<file path="config.mk">
export PLATFORM = sky130hd
export DESIGN_NAME = change_dispenser
export DESIGN_NICKNAME = d
export VERILOG_FILES = /design/src/rtl/change_dispenser.sv
export SDC_FILE = /design/constraint.sdc
export NUM_CORES = 1
export LEC_CHECK = 0
export CAP_MARGIN = 10
export CELL_PAD_IN_SITES_DETAIL_PLACEMENT = 0
export CELL_PAD_IN_SITES_GLOBAL_PLACEMENT = 1
export CORE_MARGIN = 2
export CORE_UTILIZATION = 40
export DETAILED_ROUTE_END_ITERATION = 16
export GPL_TIMING_DRIVEN = 0
export PLACE_DENSITY = 0.88
export SLEW_MARGIN = 20
export SYNTH_ARGS = -nofsm -noshare
export SYNTH_HDL_FRONTEND = slang
export SYNTH_SLANG_ARGS = --single-unit
</file>
<file path="constraint.sdc">
create_clock -name clk -period 3.86 [get_ports clk]
set_input_delay 1.158 -clock clk [delete_from_list [all_inputs] [get_ports clk]]
set_output_delay 1.158 -clock clk [all_outputs]
set_load 0.02 [all_outputs]
</file>
<file path="src/rtl/change_dispenser.sv">
// Change dispenser: splits a requested amount into 500/100 coins, largest first,
// and drives one hopper solenoid at a time with fixed pulse and gap timing.
module change_dispenser #(
    parameter int PULSE_CYCLES = 4,
    parameter int GAP_CYCLES   = 4,
    parameter int MAX_AMOUNT   = 2000
) (
    input  logic        clk,
    input  logic        reset,
    input  logic        start,
    input  logic [10:0] amount,
    input  logic        empty_100,
    input  logic        empty_500,
    output logic        dispense_100,
    output logic        dispense_500,
    output logic        busy,
    output logic        done,
    output logic        error,
    output logic [10:0] remaining
);

    localparam int TIMER_MAX = (PULSE_CYCLES > GAP_CYCLES) ? PULSE_CYCLES : GAP_CYCLES;
    localparam int TW        = (TIMER_MAX > 1) ? $clog2(TIMER_MAX) : 1;

    localparam logic [TW-1:0] PULSE_LOAD = TW'(PULSE_CYCLES - 1);
    localparam logic [TW-1:0] GAP_LOAD   = TW'(GAP_CYCLES - 1);
    localparam logic [TW-1:0] TIMER_ONE  = TW'(1);
    localparam logic [10:0]   MAX_AMT    = 11'(MAX_AMOUNT);
    localparam logic [10:0]   COIN_100   = 11'd100;
    localparam logic [10:0]   COIN_500   = 11'd500;

    typedef enum logic [2:0] {
        IDLE,
        CHECK,
        SELECT,
        PULSE,
        GAP,
        DONE,
        ERR
    } state_t;

    state_t        state_q, state_d;
    logic [TW-1:0] timer_q, timer_d;
    logic [10:0]   remaining_q, remaining_d;
    logic          coin_500_q, coin_500_d;
    logic          dispense_100_q, dispense_100_d;
    logic          dispense_500_q, dispense_500_d;
    logic          busy_q, busy_d;
    logic          done_q, done_d;
    logic          error_q, error_d;

    // The single timer is reloaded on entry to PULSE and GAP and counts down to zero.
    always_comb begin
        state_d     = state_q;
        timer_d     = timer_q;
        remaining_d = remaining_q;
        coin_500_d  = coin_500_q;
        case (state_q)
            IDLE: begin
                if (start) begin
                    remaining_d = amount;
                    state_d     = CHECK;
                end
            end
            CHECK: begin
                if ((remaining_q > MAX_AMT) || ((remaining_q % COIN_100) != 11'd0)) begin
                    state_d = ERR;
                end else begin
                    state_d = SELECT;
                end
            end
            SELECT: begin
                if (remaining_q == 11'd0) begin
                    state_d = DONE;
                end else if ((remaining_q >= COIN_500) && !empty_500) begin
                    coin_500_d = 1'b1;
                    timer_d    = PULSE_LOAD;
                    state_d    = PULSE;
                end else if (!empty_100) begin
                    coin_500_d = 1'b0;
                    timer_d    = PULSE_LOAD;
                    state_d    = PULSE;
                end else begin
                    state_d = ERR;
                end
            end
            PULSE: begin
                if (timer_q == '0) begin
                    remaining_d = remaining_q - (coin_500_q ? COIN_500 : COIN_100);
                    timer_d     = GAP_LOAD;
                    state_d     = GAP;
                end else begin
                    timer_d = timer_q - TIMER_ONE;
                end
            end
            GAP: begin
                if (timer_q == '0) begin
                    state_d = SELECT;
                end else begin
                    timer_d = timer_q - TIMER_ONE;
                end
            end
            DONE:    state_d = IDLE;
            ERR:     state_d = IDLE;
            default: state_d = IDLE;
        endcase
    end

    // Outputs are decoded from the next state so they register in step with it.
    always_comb begin
        dispense_100_d = (state_d == PULSE) && !coin_500_d;
        dispense_500_d = (state_d == PULSE) && coin_500_d;
        busy_d         = (state_d != IDLE);
        done_d         = (state_d == DONE);
        error_d        = (state_d == ERR);
    end

    always_ff @(posedge clk or posedge reset) begin
        if (reset) begin
            state_q        <= IDLE;
            timer_q        <= '0;
            remaining_q    <= '0;
            coin_500_q     <= 1'b0;
            dispense_100_q <= 1'b0;
            dispense_500_q <= 1'b0;
            busy_q         <= 1'b0;
            done_q         <= 1'b0;
            error_q        <= 1'b0;
        end else begin
            state_q        <= state_d;
            timer_q        <= timer_d;
            remaining_q    <= remaining_d;
            coin_500_q     <= coin_500_d;
            dispense_100_q <= dispense_100_d;
            dispense_500_q <= dispense_500_d;
            busy_q         <= busy_d;
            done_q         <= done_d;
            error_q        <= error_d;
        end
    end

    assign dispense_100 = dispense_100_q;
    assign dispense_500 = dispense_500_q;
    assign busy         = busy_q;
    assign done         = done_q;
    assign error        = error_q;
    assign remaining    = remaining_q;

    // Both solenoids energised together would jam the coin chute.
    assert property (@(posedge clk) disable iff (reset) !(dispense_100_q && dispense_500_q));

endmodule

</file>
==> metrics.txt <==
r2r endpoint busy$_DFF_PP0_; Mapped Area 2110 sq um; cell row count 26; crit-path cells inv_1, ha_1, or4b_4, a211oi_2, o21ai_2, xnor2_2, a211oi_4, nor4_4, or3_1, a22o_1, nand3_2, a21oi_2, nand2_1; Syn Nets 289; post-synthesis cell type count 62; area delta synth->final 22.7%; Max stage delay on crit path 0.53 ns; die footprint 5870 sq um; CTS Buffer Depth 2; initial antenna violation count 0; H-tree lvl count 1; asr flop ratio synth between 90% and 100%; setup tns final 0 ns; worst setup path start remaining[3]$_DFFE_PP0P_; internal reg-to-reg setup slack between 0.2 and 0.25 ns; Core Footprint 5110 sq um; Final Hold Viols 0; period utilization 93.6%; crit path capture type register; mean routed wirelength per cell 14.3 um; Yosys reg bits 22; Final Slew Violations 0; Worst-Skew Late Latency 0.26 ns; f_max 0.277 GHz; first-pass GRT wire length 9090 um; FF+latch area 551 sq um; I/O pin count 32; crit path DAT between 3 and 4 ns; Pre-antenna DRT Iters 4; Yosys warning total 0; Reg clk slew, reported paths 0.08 ns; Crit path required time 4.00 ns; global route overflow 0; Final #Nets 325; Synth Instances 266; layout cells sized above 1 11.0%; Die H 76.6 um; EDFF count, synth 0; normalized max-slew margin between 40% and 50%; Detailed Route WL 5310 um; clock sink count 22; Critical Path Source Type register; Initial Utilization 41.3%; Ant. Diodes 0; most frequent cells in the layout 31 x clkdlybuf4s50_1, 30 x nor2_1, 24 x nand2_1, 22 x dfrtp_1, 21 x o21ai_0; Setup Crit Path Kind register to register; Chip Width around 77 um; number of global-route vias before repair 1935; gp weighted congestion approximately 0.83; syn_area_per_cell 7.94 sq um; sequential share of the synthesized area 26.1%; most common library cell in the layout ignoring fill and taps clkdlybuf4s50_1; CTS tree yes; port buffer count 31; crit path to busy$_DFF_PP0_; Tmin final 3.61 ns; DPL Wire Length 4090 um; total CTS buffers 3; FILL cells 504; CP Buf/Inv Count 1; Total Routing Usage GR 18.6%; Hold Crit Class register to register; clk_skew 0.00326 ns; Least-Margin Pin Slew 0.829 ns; DRC Markers 0; area of the multi-input gates about 1500 sq um; status finished, final reports clean; Worst Reg2Reg Path Length in Cells 13; root buffer cell clkbuf_8; cell depth of the worst setup path 13; final setup fails 0; Top delay family on crit path simple AND/OR/NAND/NOR gates; Synth Flop Type dfrtp_1; max cap viols 0; RSZ-0062 raised after global routing false; vias per std cell 5.57; Via Count between 2000 and 2500; Slowest cell on crit path or4b_4; Max Fanout on Critical Path 7; Worst R2R Start remaining[3]$_DFFE_PP0P_; DRT antenna net count 0; 1st-iter DRT viols about 90; largest net degree at the start of global routing 23
-- synthesized netlist by cell type (4+ instances only) --
library cell  instances  area [sq um]
nor3_1               10          50.1
mux2_2                4          45.0
nand3_1               7          35.0
mux2i_1               5          50.1
o21ai_0              21           105
a22oi_1               4          30.0
a21oi_1              15          75.1
a211oi_1              6          45.0
clkbuf_1              9          33.8
a31oi_1               4          25.0
nor2_1               30           113
dfrtp_1              22           551
nand2_1              24          90.1
and2_1                5          31.3
ha_1                  7          87.6
inv_1                11          41.3
or3_1                 5          31.3
nor2b_1               7          43.8
-- stage by stage --
step / area (sq um) / hold WS (ns) / setup WS [ns] / cells / util (%)
2_1_floorplan: 2110 / 0.450 / 0.504 / 266 / -
3_3_place_gp: 2510 / 0.468 / 0.143 / 367 / 49.1
3_5_place_dp: 2510 / 0.487 / 0.221 / 367 / 49.2
4_1_cts: 2590 / 0.509 / 0.183 / 371 / 50.6
5_1_grt: 2590 / 0.523 / 0.00111 / 371 / 50.7
6_report: 2590 / 0.495 / 0.247 / 371 / 50.7
-- tightest hold or removal path: stages (launching register included) --
cell and delay [ns]:
dfrtp_1 0.35, nand2_1 0.05, o21ai_0 0.06
-- state kept, by name (all words and copies together), names as in the netlist --
signal        cells
remaining        11
state_q           3
timer_q           2
busy              1
coin_500_q        1
dispense_100      1
dispense_500      1
done              1
error             1
-- what timing repair did --
item | in CTS | in global routing
gates resized for setup | 0 | 1
setup buffers | 0 | 0
hold buffers | 0 | 0
endpoints found under the setup margin | 0 | 4
-- worst min-delay path by stage --
stage	startpoint	cells after the start	to
final	timer_q[1]$_DFFE_PP0P_	2	timer_q[1]$_DFFE_PP0P_
after global routing	timer_q[0]$_DFFE_PP0P_	1	timer_q[0]$_DFFE_PP0P_
after CTS	timer_q[1]$_DFFE_PP0P_	2	timer_q[1]$_DFFE_PP0P_
after detailed placement	timer_q[1]$_DFFE_PP0P_	2	timer_q[1]$_DFFE_PP0P_
after global placement	timer_q[1]$_DFFE_PP0P_	2	timer_q[1]$_DFFE_PP0P_
after floorplan	timer_q[1]$_DFFE_PP0P_	2	timer_q[1]$_DFFE_PP0P_
-- final cells by class --
class                   instances  share of cell area (%)
plain buffers                  15                    2.61
clock buffers                   3                    1.59
clock inverters                 1                    1.16
inverters                      11                    1.59
multi-input cells             218                    56.4
flip-flops and latches         22                    21.3
well taps                      70                    3.38
repair buffers                 31                    12.0
-- cells by family (layout without fill, tap and decap cells) --
logic type,after synthesis,in the layout,share of synthesized area [%]
compound gates,84,84,27.9
xor+xnor,4,4,2.37
fa+ha+maj,7,7,4.15
buf+inv,26,61,5.16
flops,22,22,26.1
mux,9,9,4.50
simple gates,114,114,29.8
-- routing by layer --
metal / wire length [um] / GRT usage, % / vias up / share of wire, %
li1: - / - / 1056 / -
met1: 2540 / 25.6 / 970 / 48
met2: 2580 / 31.9 / 36 / 49
met3: 142 / 1.18 / 5 / 2.7
met4: 43 / 4.73 / 0 / 0.81
met5: 0 / 0 / - / 0
Power is not shown: default switching activity piles up to over one toggle a cycle in this logic, so the estimate is an artifact.
